File: src/rtl/pipe_skid_reg.sv
// Elastic pipeline stage register: valid/ready handshake, two-entry skid buffer,
// synchronous flush and freeze, and saturating stall/flush event counters.
module pipe_skid_reg #(
  parameter int                 DATA_W    = 64,
  parameter logic [DATA_W-1:0]  FLUSH_VAL = '0,
  parameter int                 CNT_W     = 16
) (
  input  logic              clk,
  input  logic              rst,
  input  logic              in_valid,
  output logic              in_ready,
  input  logic [DATA_W-1:0] in_data,
  output logic              out_valid,
  input  logic              out_ready,
  output logic [DATA_W-1:0] out_data,
  input  logic              flush,
  input  logic              freeze,
  output logic [1:0]        occupancy,
  output logic [CNT_W-1:0]  stall_cnt,
  output logic [CNT_W-1:0]  flush_cnt
);

  typedef enum logic [1:0] {
    EMPTY = 2'd0,
    ONE   = 2'd1,
    FULL  = 2'd2
  } state_t;

  state_t            state, state_nxt;
  logic [DATA_W-1:0] main_q, main_nxt;
  logic [DATA_W-1:0] skid_q, skid_nxt;
  logic              in_fire, out_fire;
  logic              stall_inc, flush_inc;

  // in_ready is a function of registered state and freeze only, so out_ready
  // never ripples combinationally back up the pipeline.
  assign in_ready  = (state != FULL) && !freeze;
  assign out_valid = (state != EMPTY) && !freeze;
  assign out_data  = main_q;
  assign in_fire   = in_valid && in_ready;
  assign out_fire  = out_valid && out_ready;

  assign stall_inc = freeze || (!flush && out_valid && !out_ready);
  assign flush_inc = flush && !freeze;

  always_comb begin
    // NOTE: every signal written here gets a default first, so no path leaves
    // it unassigned and no latch is inferred.
    state_nxt = state;
    main_nxt  = main_q;
    skid_nxt  = skid_q;
    if (!freeze) begin
      if (flush) begin
        state_nxt = EMPTY;
        main_nxt  = FLUSH_VAL;
        skid_nxt  = FLUSH_VAL;
      end else begin
        unique case (state)
          EMPTY: if (in_fire) begin
            state_nxt = ONE;
            main_nxt  = in_data;
          end
          ONE: begin
            if (in_fire && out_fire) begin
              main_nxt = in_data;
            end else if (in_fire) begin
              state_nxt = FULL;
              skid_nxt  = in_data;
            end else if (out_fire) begin
              state_nxt = EMPTY;
            end
          end
          FULL: if (out_fire) begin
            state_nxt = ONE;
            main_nxt  = skid_q;
          end
          default: state_nxt = EMPTY;
        endcase
      end
    end
  end

  always_comb begin
    occupancy = 2'd0;
    unique case (state)
      ONE:     occupancy = 2'd1;
      FULL:    occupancy = 2'd2;
      default: occupancy = 2'd0;
    endcase
  end

  // NOTE: the data registers are plain flops, not a memory array, so they take
  // the async reset to FLUSH_VAL like the rest of the state.
  always_ff @(posedge clk or posedge rst) begin
    if (rst) begin
      state  <= EMPTY;
      main_q <= FLUSH_VAL;
      skid_q <= FLUSH_VAL;
    end else begin
      // NOTE: sequential state uses non-blocking assignment so every flop
      // samples pre-edge values regardless of statement order.
      state  <= state_nxt;
      main_q <= main_nxt;
      skid_q <= skid_nxt;
    end
  end

  always_ff @(posedge clk or posedge rst) begin
    if (rst) begin
      stall_cnt <= '0;
      flush_cnt <= '0;
    end else begin
      if (stall_inc && (stall_cnt != {CNT_W{1'b1}})) stall_cnt <= stall_cnt + CNT_W'(1);
      if (flush_inc && (flush_cnt != {CNT_W{1'b1}})) flush_cnt <= flush_cnt + CNT_W'(1);
    end
  end

endmodule
File: config.mk
export PLATFORM = sky130hd
export DESIGN_NAME = pipe_skid_reg
export DESIGN_NICKNAME = d
export VERILOG_FILES = /design/src/rtl/pipe_skid_reg.sv
export SDC_FILE = /design/constraint.sdc
export NUM_CORES = 1
export LEC_CHECK = 0
export CORE_MARGIN = 5
export CORE_UTILIZATION = 39
export DETAILED_ROUTE_END_ITERATION = 7
export PLACE_DENSITY = 0.71
export RECOVER_POWER = 50
export SYNTH_ARGS = -nofsm -noshare
export SYNTH_HDL_FRONTEND = slang
export SYNTH_SLANG_ARGS = --single-unit
export TNS_END_PERCENT = 30
File: constraint.sdc
create_clock -name clk -period 5.4 [get_ports clk]
set_input_delay 0.81 -clock clk [delete_from_list [all_inputs] [get_ports clk]]
set_output_delay 0.81 -clock clk [all_outputs]
set_load 0.02 [all_outputs]
==> results of run 1 <==
==> per-layer routing <==
| metal | GRT usage | vias to the layer above |
|---|---|---|
| li1 | - | 2515 |
| met1 | 0.216 | 2793 |
| met2 | 0.292 | 138 |
| met3 | 0.0405 | 16 |
| met4 | 0.0503 | 0 |
| met5 | 0 | - |
==> sequential cells by signal, indices dropped and copies added, names as in the netlist <==
register and cells:
out_data 64, state 2, stall_cnt 16, skid_q 64, flush_cnt 16
==> where the power goes <==
group / internal (mW) / total, mW / leakage (nW) / switching [mW]
combinational: 0.941 / 1.92 / 1.92 / 0.982
clock: 0.700 / 1.21 / 0.285 / 0.509
sequential: 1.59 / 1.86 / 2.14 / 0.272
total: 3.23 / 5.00 / 4.34 / 1.76
==> worst max path at each step <==
stage | endpoint | slack, ps | cells after the start
3_5_place_dp | skid_q[51] | 2000 | 6
5_1_grt | out_data[4] | 1200 | 3
6_report | stall_cnt[5] | 1900 | 3
3_3_place_gp | skid_q[54] | 2030 | 6
4_1_cts | in_ready | 2320 | 3
2_1_floorplan | flush_cnt[0] | 210 | 1
==> cells by family after synthesis <==
| group | Yosys count | synth area share |
|---|---|---|
| XOR/XNOR | 25 | 0.0294 |
| flip-flops | 162 | 0.545 |
| buffers and inverters | 41 | 0.0289 |
| adder cells (fa/ha/maj) | 6 | 0.0101 |
| AO/OA/AOI/OAI | 88 | 0.101 |
| AND/OR/NAND/NOR | 150 | 0.0983 |
| multiplexers | 131 | 0.187 |
==> synthesized netlist by cell type, drive strengths merged (5+ instances only) <==
cell type,instances,area [µm²]
buf,20,136
mux2i,65,651
ha,6,75.1
nand4,12,75.1
mux2,66,743
nor3,12,60.1
a22o,63,552
xor2,18,158
xnor2,7,61.3
clkbuf,16,60.1
nor4,6,50.0
nand2,11,41.3
dfrtp,162,4050
nor2,76,285
nand3,12,60.1
inv,5,18.8
==> per-stage QoR <==
step	power [mW]	std cells	worst slack, ps
floorplan	3.01	603	213
global placement	3.87	976	2030
detailed placement	3.92	976	2000
CTS	5.16	1008	2320
global route	5.26	1008	1200
finish	5.00	1008	1900
==> final cells by class <==
type,instances,area (µm²)
sequential,162,4050
fill,1589,8910
inverter,5,20.0
tap,234,293
timing repair buffer,175,1730
multi-input combinational,400,3170
clock inverter,14,153
clock buffer,18,439
==> run metrics, run 1 <==
outcome complete, but fails checks; failing checks max-capacitance violations, max-slew violations; Placed Area 9290 µm²; Slew @ Worst Pin 3190 ps; met2 wire len 9.47 mm; antenna violations before repair 1; Post-synth EDFFs 0; DRT iter0 DRCs 276; warnings from Yosys 0; CP Buf/Inv Count 3; Netlist Area Pre-Place 7440 µm²; commonest cells after routing, fill and taps aside dfrtp_1, clkdlybuf4s50_1, nor2_1, mux2i_1, a22o_1; setup TNS 0 ps; Hold Crit Class flop to flop; reg2reg path depth 7; Pleak ~4.3 nW; CP arrival 3990 ps; DR vias/cell 5.42; synthesized area per cell between 10 and 15 µm²; Worst path max stage delay 1790 ps; hold path depth 1; clock buffer depth 2; clock slew at reported path FFs 60 ps; drt pass-1 iters 4; R2R Setup Slk about 2500 ps; Top FF cell, synth dfrtp_1; die span in y about 150 µm; Min-Delay Startpoint out_data[31]; DR vias 5462; gr ovfl total 0; post-route cell area 9860 µm²; I/O pins 170; post-synth cell types 45; Placeable Area approximately 19000 µm²; first-pass GRT wire length 30.3 mm; Initial Utilization 0.396; Max stage delay cell, worst path clkinvlp_2; n_diodes 0; # setup viols final 0; Max Clock Skew 12.2 ps; Routed met1 length just over 8 mm; crit end category async pin; Final Critical Period ~3500 ps; largest net degree at the start of global routing 72; top sig layer met4; CTS root buf clkbuf_16; CTS tree done; vias in the first global route 5770; post-DR wirelength/cell 18.6 µm; CTS sink cnt 162; worst vdd ir 249 µV; RSZ-0062 raised after global routing false; WL final ~19 mm; Clk Latency, worst-skew pair 420 ps; commonest non-fill, non-tap cell in the layout dfrtp_1; Highest Clock Rate 0.285 GHz; FFs w/ async S/R, synth 1.00; critical path type input pin to async pin; Worst slew margin -1.14; Yosys reg bits 162; CTS buffer count 17; Setup Fix Bufs, Post-CTS 0; post-route antenna net violation count 0; cells along the critical path dlygate4sd3_1 > clkinvlp_2 > buf_4; RR Endpoint out_data[41]; Final Hold Vio Count 0; cts repair resizes 0; Final Util 0.525; Area Growth Syn to Fin 32.6%; period utilization 0.649; gpl congestion 0.854; Hold-fix buffers, CTS 0; Critical R2R Launch state[0]; DR WL met3 about 850 µm; share of cells above drive strength 1 0.141; worst hold margin ~490 ps; CTS H-tree lvls 4; crit-path leading delay family buffers and inverters; Tot GR Track Use 0.171; # port buffers 169; power per cell area 507 nW/µm²; sequential share of the synthesized area 0.545; Worst Setup Start Kind input pin; critical path launch point rst; die area about 22000 µm²; Final nets 837; die width 148 µm; Synth Instances 603; Critical Path RT 5890 ps; Rows 50; DRC 0; total of max-cap violations 1; Min-Delay Endpoint out_data[31]; hpwl dp between 10 and 15 mm; largest fanout on the critical path 71; max-slew violations 72; Mapped Nets 679
Note: power is estimated with default switching activity, not from simulation.
==> run 2: changes to the inputs <==
--- a/config.mk
+++ b/config.mk
@@ -8,7 +8,7 @@
 export CORE_MARGIN = 5
 export CORE_UTILIZATION = 39
 export DETAILED_ROUTE_END_ITERATION = 7
-export PLACE_DENSITY = 0.71
+export PLACE_DENSITY = 0.69
 export RECOVER_POWER = 50
 export SYNTH_ARGS = -nofsm -noshare
 export SYNTH_HDL_FRONTEND = slang
==> constraint.sdc (replaced) <==
create_clock -name clk -period 3.35 [get_ports clk]
set_input_delay 0.5025 -clock clk [delete_from_list [all_inputs] [get_ports clk]]
set_output_delay 0.5025 -clock clk [all_outputs]
set_load 0.02 [all_outputs]
==> run 2 against run 1 <==
The flow now finishes without violations. Clock skew fell by 5.6 ps. Critical path type is now flop to output pin. Critical path depth rose by 1. Sequential power up 62%.
==> run metrics, run 2 (synthesis gave the netlist of run 1 again) <==
CTS root buf clkbuf_16; DRC 0; power per cell area 817 nW/µm²; RSZ-0062 raised after global routing false; Worst slew margin 0.0483; setup TNS 0 ps; CTS sink cnt 162; Area Growth Syn to Fin 33.6%; R2R Setup Slk approximately 760 ps; Placeable Area 18800 µm²; hold path depth 1; layer with the highest usage met2; global routing usage on met2 0.291; max-slew violations 0; reg2reg path depth 7; Min-Delay Startpoint stall_cnt[13]; CTS buffer count 17; critical path type flop to output pin; met1 capacity usage during global routing 0.224; Final Hold Vio Count 0; Pleak 4.34 nW; commonest non-fill, non-tap cell in the layout dfrtp_1; CTS tree done; # setup viols final 0; cts repair resizes 0; DRT iter0 DRCs 200; crit end category output pin; share of cells above drive strength 1 0.143; outcome finished, final reports clean; Setup Fix Bufs, Post-CTS 0; die area ~22000 µm²; clock slew at reported path FFs 60 ps; Final nets 840; Critical Path RT about 2900 ps; period utilization 0.822; Hold Crit Class flop to flop; total of max-cap violations 0; RR Endpoint out_data[9]; DR vias/cell 5.50; clock buffer depth 2; vias in the first global route 5960; Pwr Total slightly above 8 mW; CTS H-tree lvls 4; Final Critical Period 2750 ps; first-pass GRT wire length 31.1 mm; met3 GRT Util 0.0356; Clk Latency, worst-skew pair around 420 ps; commonest cells after routing, fill and taps aside dfrtp_1, clkdlybuf4s50_1, nor2_1, mux2i_1, a22o_1; post-DR wirelength/cell 18.7 µm; hpwl dp 12.4 mm; Tot GR Track Use 0.175; gpl congestion roughly 0.84; Hold-fix buffers, CTS 0; Slew @ Worst Pin 1420 ps; largest net degree at the start of global routing between 60 and 70; Initial Utilization 0.396; I/O pins 170; gr ovfl total 0; Worst Setup Start Kind flop; DR vias around 5600; drt pass-1 iters 4; Critical R2R Launch state[0]; WL final between 15 and 20 mm; Max Clock Skew 6.60 ps; Rows 50; Min-Delay Endpoint stall_cnt[13]; die span in y between 100 and 150 µm; antenna violations before repair 1; post-route antenna net violation count 0; die width 148 µm; Highest Clock Rate 0.363 GHz; worst vdd ir 396 µV; CP arrival 2250 ps; largest fanout on the critical path 29; # port buffers ~170
## run 2: cell types whose count changed in the layout (fill, tap and decap cells not counted), sizes merged
cell / before / now
clkbuf: 18 / 23
inv: 8 / 5
clkinv: 5 / 3
dlygate4sd3: 62 / 49
buf: 7 / 8
clkinvlp: 4 / 6
clkdlybuf4s50: 106 / 119
diode: 0 / 1
## run 2: final cells by class
cell class,count,area [µm²]
sequential,162,4050
clock inverter,11,129
clock buffer,21,460
multi-input combinational,400,3190
inverter,5,20.0
tap,234,293
antenna,1,2.50
timing repair buffer,178,1790
fill,1586,8830
## run 2: stage by stage
step	instances	util	hold slack, ps	worst slack (ps)	area [µm²]
final	1012	0.529	498	596	9930
after global routing	1012	0.529	512	280	9930
after CTS	1011	0.530	482	568	9950
after detailed placement	979	0.499	481	677	9360
after global placement	979	0.499	468	724	9360
after floorplan	603	-	466	791	7440
## run 2: worst max-delay path, cell delays in order (launching register included)
cell and delay (ps):
dfrtp_1 440, inv_1 160, ha_4 510, nor2_1 150, clkdlybuf4s50_1 570
## run 2: worst max-delay path by stage
stage | start | end | slack (ps) | depth (start not counted)
finish | state[0] | in_ready | 600 | 4
detailed placement | out_ready | out_data[9] | 680 | 6
CTS | state[0] | in_ready | 570 | 4
floorplan | rst | flush_cnt[0] | 790 | 1
global placement | out_ready | out_data[49] | 720 | 6
global route | rst | skid_q[13] | 280 | 3
## run 2: report_power, final
part           switching, mW  internal, mW  leakage (nW)
logic                   1.60          1.56          1.92
clock network          0.801          1.14         0.272
registers              0.453          2.57          2.14
total                   2.85          5.27          4.34
## run 2: layer usage
metal	part of all wire	wire length (µm)	vias to the layer above
li1	-	-	2527
met1	0.44	8340	2851
met2	0.49	9280	159
met3	0.045	850	32
met4	0.023	442	0
met5	0	0	-
